<file path="src/rtl/piso_pkg.sv">
// Shared types and constants for the piso transmitter: AXI4-Lite widths,
// shifter states, register offsets and response codes.
package piso_pkg;

    localparam int AXI4_ADDR_BITS = 32;
    localparam int AXI4_DATA_BITS = 32;
    localparam int AXI4_STRB_BITS = AXI4_DATA_BITS / 8;
    localparam int AXI4_PROT_BITS = 3;
    localparam int AXI4_RESP_BITS = 2;

    typedef enum logic {
        IDLE  = 1'b0,
        SHIFT = 1'b1
    } state_t;

    localparam logic [3:0] REG_DATA   = 4'h0;
    localparam logic [3:0] REG_STATUS = 4'h8;
    localparam logic [3:0] REG_CTRL   = 4'hC;

    localparam logic [AXI4_RESP_BITS-1:0] RESP_OKAY   = 2'b00;
    localparam logic [AXI4_RESP_BITS-1:0] RESP_SLVERR = 2'b10;

endpackage

</file>
<file path="src/rtl/piso_fifo.sv">
// Single-clock FIFO with push/pop/flush and full/empty/count flags; the head
// entry is read straight from the register array. Flush overrides push and pop.
module piso_fifo
    import piso_pkg::*;
#(
    parameter int WIDTH = 32,
    parameter int DEPTH = 8
) (
    input  logic                     clk,
    input  logic                     rstn,
    input  logic                     i_push,
    input  logic [WIDTH-1:0]         i_data,
    input  logic                     i_pop,
    input  logic                     i_flush,
    output logic [WIDTH-1:0]         o_head,
    output logic                     o_full,
    output logic                     o_empty,
    output logic [$clog2(DEPTH):0]   o_count
);

    localparam int PTR_W = $clog2(DEPTH);
    localparam int CNT_W = PTR_W + 1;

    logic [WIDTH-1:0] r_mem [DEPTH];
    logic [PTR_W-1:0] r_wr_ptr;
    logic [PTR_W-1:0] r_rd_ptr;
    logic [CNT_W-1:0] r_count;
    logic             w_do_push;
    logic             w_do_pop;

    assign o_full    = (r_count == CNT_W'(DEPTH));
    assign o_empty   = (r_count == '0);
    assign o_count   = r_count;
    assign o_head    = r_mem[r_rd_ptr];
    assign w_do_push = i_push && !o_full && !i_flush;
    assign w_do_pop  = i_pop && !o_empty && !i_flush;

    always_ff @(posedge clk or negedge rstn) begin
        if (!rstn) begin
            r_wr_ptr <= '0;
            r_rd_ptr <= '0;
            r_count  <= '0;
        end else if (i_flush) begin
            r_wr_ptr <= '0;
            r_rd_ptr <= '0;
            r_count  <= '0;
        end else begin
            if (w_do_push) r_wr_ptr <= r_wr_ptr + 1'b1;
            if (w_do_pop)  r_rd_ptr <= r_rd_ptr + 1'b1;
            case ({w_do_push, w_do_pop})
                2'b10:   r_count <= r_count + 1'b1;
                2'b01:   r_count <= r_count - 1'b1;
                default: r_count <= r_count;
            endcase
        end
    end

    // NOTE: storage has no reset; the pointers and count alone define which entries are valid.
    always_ff @(posedge clk) begin
        if (w_do_push) r_mem[r_wr_ptr] <= i_data;
    end

endmodule

</file>
<file path="src/rtl/piso.sv">
// AXI4-Lite fed parallel-in serial-out transmitter, LSB first, one bit per en cycle.
// Optional `PISO_IRQ_EN adds the irq port and the CTRL irq_en bit.
module piso
    import piso_pkg::*;
#(
    parameter int                        PISO_WIDTH     = 32,
    parameter int                        PISO_DEPTH     = 8,
    parameter logic [AXI4_ADDR_BITS-1:0] MMIO_BASE_ADDR = '0
) (
    input  logic                      clk,
    input  logic                      rstn,
    input  logic                      en,
    output logic                      sout,
    output logic                      sout_valid,
    input  logic                      s_axi4lite_aw_valid,
    output logic                      s_axi4lite_aw_ready,
    input  logic [AXI4_ADDR_BITS-1:0] s_axi4lite_aw_addr,
    input  logic [AXI4_PROT_BITS-1:0] s_axi4lite_aw_prot,
    input  logic                      s_axi4lite_w_valid,
    output logic                      s_axi4lite_w_ready,
    input  logic [AXI4_DATA_BITS-1:0] s_axi4lite_w_data,
    input  logic [AXI4_STRB_BITS-1:0] s_axi4lite_w_strb,
    output logic                      s_axi4lite_b_valid,
    input  logic                      s_axi4lite_b_ready,
    output logic [AXI4_RESP_BITS-1:0] s_axi4lite_b_resp,
    input  logic                      s_axi4lite_ar_valid,
    output logic                      s_axi4lite_ar_ready,
    input  logic [AXI4_ADDR_BITS-1:0] s_axi4lite_ar_addr,
    input  logic [AXI4_PROT_BITS-1:0] s_axi4lite_ar_prot,
    output logic                      s_axi4lite_r_valid,
    input  logic                      s_axi4lite_r_ready,
    output logic [AXI4_DATA_BITS-1:0] s_axi4lite_r_data,
    output logic [AXI4_RESP_BITS-1:0] s_axi4lite_r_resp
`ifdef PISO_IRQ_EN
    ,
    output logic                      irq
`endif
);

    localparam int CNT_W = $clog2(PISO_DEPTH) + 1;
    localparam int BIT_W = (PISO_WIDTH > 1) ? $clog2(PISO_WIDTH) : 1;
    localparam logic [BIT_W-1:0] LAST_BIT = BIT_W'(PISO_WIDTH - 1);

    // AXI holding registers and responses
    logic                      r_aw_held;
    logic [AXI4_ADDR_BITS-1:0] r_aw_addr;
    logic                      r_w_held;
    logic [AXI4_DATA_BITS-1:0] r_w_data;
    logic                      r_b_valid;
    logic [AXI4_RESP_BITS-1:0] r_b_resp;
    logic                      r_rd_req;
    logic [AXI4_ADDR_BITS-1:0] r_rd_addr;
    logic                      r_r_valid;
    logic [AXI4_DATA_BITS-1:0] r_r_data;

    // Shifter
    state_t                    r_state, w_state_nxt;
    logic [PISO_WIDTH-1:0]     r_shreg, w_shreg_nxt;
    logic [BIT_W-1:0]          r_bitcnt, w_bitcnt_nxt;

    logic                      w_wr_fire;
    logic                      w_wr_in_block;
    logic                      w_wr_is_data;
    logic                      w_wr_is_ctrl;
    logic                      w_rd_is_status;
    logic                      w_push;
    logic                      w_pop;
    logic                      w_flush;
    logic [PISO_WIDTH-1:0]     w_fifo_head;
    logic                      w_fifo_full;
    logic                      w_fifo_empty;
    logic [CNT_W-1:0]          w_fifo_count;
    logic [AXI4_DATA_BITS-1:0] w_status;
    logic                      w_unused;

    assign s_axi4lite_aw_ready = !r_aw_held && !r_b_valid;
    assign s_axi4lite_w_ready  = !r_w_held && !r_b_valid;
    assign s_axi4lite_b_valid  = r_b_valid;
    assign s_axi4lite_b_resp   = r_b_resp;
    assign s_axi4lite_ar_ready = !r_rd_req && !r_r_valid;
    assign s_axi4lite_r_valid  = r_r_valid;
    assign s_axi4lite_r_data   = r_r_data;
    assign s_axi4lite_r_resp   = RESP_OKAY;

    assign w_wr_fire      = r_aw_held && r_w_held;
    assign w_wr_in_block  = (r_aw_addr[AXI4_ADDR_BITS-1:4] == MMIO_BASE_ADDR[AXI4_ADDR_BITS-1:4]);
    assign w_wr_is_data   = w_wr_in_block && (r_aw_addr[3:0] == REG_DATA);
    assign w_wr_is_ctrl   = w_wr_in_block && (r_aw_addr[3:0] == REG_CTRL);
    assign w_rd_is_status = (r_rd_addr[AXI4_ADDR_BITS-1:4] == MMIO_BASE_ADDR[AXI4_ADDR_BITS-1:4])
                          && (r_rd_addr[3:0] == REG_STATUS);

    assign w_push  = w_wr_fire && w_wr_is_data;
    assign w_flush = w_wr_fire && w_wr_is_ctrl && r_w_data[0];

    assign w_unused = ^{s_axi4lite_aw_prot, s_axi4lite_ar_prot, s_axi4lite_w_strb, r_w_data};

    piso_fifo #(
        .WIDTH (PISO_WIDTH),
        .DEPTH (PISO_DEPTH)
    ) u_fifo (
        .clk     (clk),
        .rstn    (rstn),
        .i_push  (w_push),
        .i_data  (r_w_data[PISO_WIDTH-1:0]),
        .i_pop   (w_pop),
        .i_flush (w_flush),
        .o_head  (w_fifo_head),
        .o_full  (w_fifo_full),
        .o_empty (w_fifo_empty),
        .o_count (w_fifo_count)
    );

    always_comb begin
        w_status             = '0;
        w_status[0]          = !w_fifo_empty;
        w_status[1]          = w_fifo_full;
        w_status[2]          = (r_state == SHIFT);
        w_status[8 +: CNT_W] = w_fifo_count;
    end

    // NOTE: sequential state uses non-blocking assignments so every register samples pre-edge values.
    always_ff @(posedge clk or negedge rstn) begin
        if (!rstn) begin
            r_aw_held <= 1'b0;
            r_aw_addr <= '0;
            r_w_held  <= 1'b0;
            r_w_data  <= '0;
            r_b_valid <= 1'b0;
            r_b_resp  <= RESP_OKAY;
            r_rd_req  <= 1'b0;
            r_rd_addr <= '0;
            r_r_valid <= 1'b0;
            r_r_data  <= '0;
        end else begin
            if (s_axi4lite_aw_valid && s_axi4lite_aw_ready) begin
                r_aw_held <= 1'b1;
                r_aw_addr <= s_axi4lite_aw_addr;
            end
            if (s_axi4lite_w_valid && s_axi4lite_w_ready) begin
                r_w_held <= 1'b1;
                r_w_data <= s_axi4lite_w_data;
            end
            // Full is judged on the pre-edge count, so a push racing a pop still fails.
            if (w_wr_fire) begin
                r_aw_held <= 1'b0;
                r_w_held  <= 1'b0;
                r_b_valid <= 1'b1;
                r_b_resp  <= (w_wr_is_data && w_fifo_full) ? RESP_SLVERR : RESP_OKAY;
            end else if (r_b_valid && s_axi4lite_b_ready) begin
                r_b_valid <= 1'b0;
            end

            if (s_axi4lite_ar_valid && s_axi4lite_ar_ready) begin
                r_rd_req  <= 1'b1;
                r_rd_addr <= s_axi4lite_ar_addr;
            end
            if (r_rd_req) begin
                r_rd_req  <= 1'b0;
                r_r_valid <= 1'b1;
                r_r_data  <= w_rd_is_status ? w_status : '0;
            end else if (r_r_valid && s_axi4lite_r_ready) begin
                r_r_valid <= 1'b0;
            end
        end
    end

    // NOTE: every combinational output gets a default first so no path leaves a latch.
    always_comb begin
        w_state_nxt  = r_state;
        w_shreg_nxt  = r_shreg;
        w_bitcnt_nxt = r_bitcnt;
        w_pop        = 1'b0;
        if (w_flush) begin
            w_state_nxt  = IDLE;
            w_shreg_nxt  = '0;
            w_bitcnt_nxt = '0;
        end else begin
            case (r_state)
                IDLE: begin
                    if (!w_fifo_empty) begin
                        w_pop        = 1'b1;
                        w_shreg_nxt  = w_fifo_head;
                        w_bitcnt_nxt = '0;
                        w_state_nxt  = SHIFT;
                    end
                end
                SHIFT: begin
                    if (en) begin
                        w_shreg_nxt  = r_shreg >> 1;
                        w_bitcnt_nxt = r_bitcnt + 1'b1;
                        if (r_bitcnt == LAST_BIT) begin
                            w_bitcnt_nxt = '0;
                            if (!w_fifo_empty) begin
                                w_pop       = 1'b1;
                                w_shreg_nxt = w_fifo_head;
                            end else begin
                                w_state_nxt = IDLE;
                            end
                        end
                    end
                end
                default: w_state_nxt = IDLE;
            endcase
        end
    end

    always_ff @(posedge clk or negedge rstn) begin
        if (!rstn) begin
            r_state  <= IDLE;
            r_shreg  <= '0;
            r_bitcnt <= '0;
        end else begin
            r_state  <= w_state_nxt;
            r_shreg  <= w_shreg_nxt;
            r_bitcnt <= w_bitcnt_nxt;
        end
    end

    assign sout       = r_shreg[0];
    assign sout_valid = (r_state == SHIFT);

`ifdef PISO_IRQ_EN
    logic r_irq_en;
    logic r_irq;

    always_ff @(posedge clk or negedge rstn) begin
        if (!rstn) begin
            r_irq_en <= 1'b0;
            r_irq    <= 1'b0;
        end else begin
            if (w_wr_fire && w_wr_is_ctrl) r_irq_en <= r_w_data[1];
            r_irq <= r_irq_en && w_fifo_empty && (r_state == IDLE);
        end
    end

    assign irq = r_irq;
`endif

endmodule
</file>
<file path="config.mk">
export PLATFORM = sky130hd
export DESIGN_NAME = piso
export DESIGN_NICKNAME = d
export VERILOG_FILES = /design/src/rtl/piso_pkg.sv /design/src/rtl/piso_fifo.sv /design/src/rtl/piso.sv
export SDC_FILE = /design/constraint.sdc
export NUM_CORES = 1
export LEC_CHECK = 0
export BUFFER_PORTS_ARGS = -buffer_cell sky130_fd_sc_hd__buf_4
export CAP_MARGIN = 30
export CORE_MARGIN = 1
export CORE_UTILIZATION = 30
export CTS_CLUSTER_SIZE = 8
export DETAILED_ROUTE_END_ITERATION = 8
export GPL_TIMING_DRIVEN = 1
export REMOVE_ABC_BUFFERS = 1
export SYNTH_ARGS = -nofsm -noshare
export SYNTH_HDL_FRONTEND = slang
export SYNTH_SLANG_ARGS = --single-unit
</file>
<file path="constraint.sdc">
create_clock -name clk -period 3.6 [get_ports clk]
set_clock_uncertainty 0.15 [all_clocks]
set_input_delay 0.36 -clock clk [delete_from_list [all_inputs] [get_ports clk]]
set_output_delay 0.36 -clock clk [all_outputs]
set_load 0.01 [all_outputs]
</file>
==> out/metrics.cfg <==
[route]
highest_layer = met4
routed-wl-met3_microns = 1070
drt-initial-drc-count = 451
dr_wl_met2_microns = 17200
wl_met1_microns = 14100
drt-wirelength-per-cell_microns = 17.7
avgViaCountPerCell = 4.69
drt_first_pass_iters = 5
ant_nets = 0
drc_errors = 0
vias = 8785
finalWirelength_microns = 33200

[layout]
final_util_pct = 38.4
drive_gt1_share_pct = 32.1
syn2layout_area_growth_pct = 26.3
seqCellArea_sq_um = 11600
stdcell_area_sq_um = 20700
antenna_cells = 0
multi_input_comb_area_sq_um = 4390
fin_nets = 1269
nFillCells = 4878
final_cells = 1875

[global_routing]
first_global_vias = 9496
track_usage_pct = 12.1
overflow = 0
grt_pass1_wl_microns = 52900
grt_antenna_before_repair = 0
grt_max_degree = 86

[power_and_ir_drop]
internal_power_uw = 10300
p_leak_uw = 0.00742
irDropWorstVdd_mv = 0.413
pwr-share-seq_pct = 50.7
p_sw_share_pct = 25.2
switchingPower_uw = 3470
combPwrFrac_pct = 14.2
clkPwrFrac_pct = 35.1
power.density_nw_per_um2 = 665

[floorplanning]
die_area_sq_um = 55600
ios = 157
dieWidth_microns = 236
start_util_pct = 30.4
rows = 85
core_area_sq_um = 53900
die_h_microns = 236

[sta]
setup_viol_count_final = 0
min_period_ns = 3.21
tightest_slew_ns = 0.797
post-route-period-util_pct = 89.2
finalHoldViolations = 0
setup_tns_ns = 0
drv_slew = 0
fin_ws_ns = 0.389
fmax_ghz = 0.311
rsz0062_at_grt = false
relSlewSlack_pct = 46.5

[placed_design]
gp_congestion = 0.760
portBuffers = 118
hpwl_microns = 18700
dpl_cell_area_sq_um = 18100
place_inst = 1683
pre_cts_ws_ns = 0.396

[cts]
clock-sinks = 413
cts_tree = done
cts.htree.levels = 2
cts-root-buf = clkbuf_16
clockBufferDepth = 3
numCtsBuffers = 57
clk_pin_slew_worst_paths_ns = 0.05
post_cts_buffers = 0
clk_latency_ns = 0.58

[worst_setup_path]
critical_path_class = flip-flop to flip-flop
crit_required_ns = 3.95
critPathMaxFanout = 7
r2r_start = r_bitcnt[0]
critPathSlowestCell = dfrtp_1
end_kind = flip-flop
crit_family = adder cells
crit_chain = ha_1, and3_1, ha_1, a21bo_2, and2_1, nor2b_1, ha_1, ha_1, o211a_1, a211oi_1, or3_1, a21oi_1
critPathMaxStageDelay_ns = 0.41
arrival_ns = 3.56
path_common_cell = ha_1
startpoint = r_bitcnt[0]
critPathBufInv = 0
startpoint_type = flip-flop

[synth]
async_flop_share_pct = 38.0
ys_seq_area_share_pct = 70.9
synth_top_family_by_area = multiplexers
yosysUniqueCellTypes = 51
postSynthCellCount = 895
synth_ff_type = edfxtp_1
syn_area_per_cell_sq_um = 18.3
synth-simple-area-share_pct = 3.20
synthXorXnorAreaFrac_pct = 0.267
synthAdderAreaFrac_pct = 0.611
synth-seq-cells = 413
yosysWarnings = 0
synth_mux_area_share_pct = 17.8
synth_edf_count = 256
syn_area_sq_um = 16400
synth_compound_area_share_pct = 4.17

[outcome]
status = complete, no violations

[job]
maxCapViolCount = 0

[hold_path]
hp-class = primary input to asynchronous set/reset pin

## power groups by stage
stage               logic [uW]  registers (uW)  clock network [uW]
floorplan                 1350            6840                   0
finish                    1950            6970                4830
CTS                       1980            6980                4960
global placement          1840            6980                   0
global route              2160            7110                5170
detailed placement        1890            7060                   0
## path summary, 6_finish.rpt
kind / end / slack, ns / depth (start not counted)
worst max register to register: u_fifo.o_count[3] / 0.39 / 12
worst min register to register: r_rd_addr[3] / 0.35 / 1
worst min-delay path: r_rd_addr[21] / 0.06 / 2
min in group clk: r_w_data[31] / 0.18 / 3
worst max-delay path: u_fifo.o_count[3] / 0.39 / 12
max in group asynchronous: r_w_data[28] / 2.24 / 4
## synthesized netlist by cell type, drive strengths merged, types with 13 or more instances
cell | n | area share, %
o22ai | 31 | 1.2
nand2 | 13 | 0.30
mux2i | 35 | 2.1
a211oi | 33 | 1.6
mux4 | 64 | 8.8
mux2 | 100 | 6.9
edfxtp | 256 | 47
nor2 | 18 | 0.41
dfrtp | 157 | 24
buf | 49 | 2.3
nor4 | 13 | 0.50
clkbuf | 28 | 0.64
## area by class of cell
class,count,area share [%]
Clock buffer,88,7.56
Clock inverter,3,0.260
Inverter,5,0.0907
Multi-Input combinational cell,427,21.2
Sequential cell,413,56.1
Tap cell,696,4.21
Timing Repair Buffer,243,10.6
## through the flow
stage	total power [uW]	hold slack, ns
5_1_grt	14400	0.0445
3_5_place_dp	8950	0.0609
4_1_cts	13900	0.00337
6_report	13800	0.0575
3_3_place_gp	8810	0.331
2_1_floorplan	8190	-0.0856
## cell usage in the layout, fill, tap and decap left out, types with 5 or more instances in the layout
master,synthesis,routed
a211oi_1,31,31
a21oi_1,10,10
a22o_1,7,7
and2_1,9,8
buf_12,0,7
buf_4,28,134
clkbuf_1,28,30
clkbuf_16,0,58
conb_1,1,28
dfrtp_1,157,154
dlygate4sd3_1,0,100
edfxtp_1,256,256
ha_1,8,8
inv_1,5,5
mux2_2,99,99
mux2i_1,35,35
mux4_2,64,64
nand2_1,13,13
nand3_1,5,5
nor2_1,18,18
nor4_1,13,13
o21ai_0,5,5
o22ai_1,31,31
## sequential cells by signal (all words and copies together) (netlist names), 3 cells and up
register	cells
u_fifo.r_rd_ptr	3
r_w_data	32
r_rd_addr	32
u_fifo.r_wr_ptr	3
s_axi4lite_r_data	7
r_bitcnt	5
r_aw_addr	32
r_shreg	32
u_fifo.r_mem	256
u_fifo.o_count	4
## kinds of logic after synthesis
kind of cell	count (synthesis)
compound gates	97
xor+xnor	5
fa+ha+maj	8
buf+inv	82
flops	413
mux	199
other cells	1
simple gates	90
## metal layers
layer / global-route usage, % / vias up
met5: 0 / -
met4: 4.10 / 0
met1: 15.1 / 4560
met3: 1.88 / 53
met2: 21.4 / 172
li1: - / 4000
## repair_timing
action,in CTS,in global routing
resized for setup,0,0
hold buffers,100,0
setup endpoints to repair,0,0
hold endpoints to repair,237,0
No activity file was read; power rests on OpenSTA's default activity.
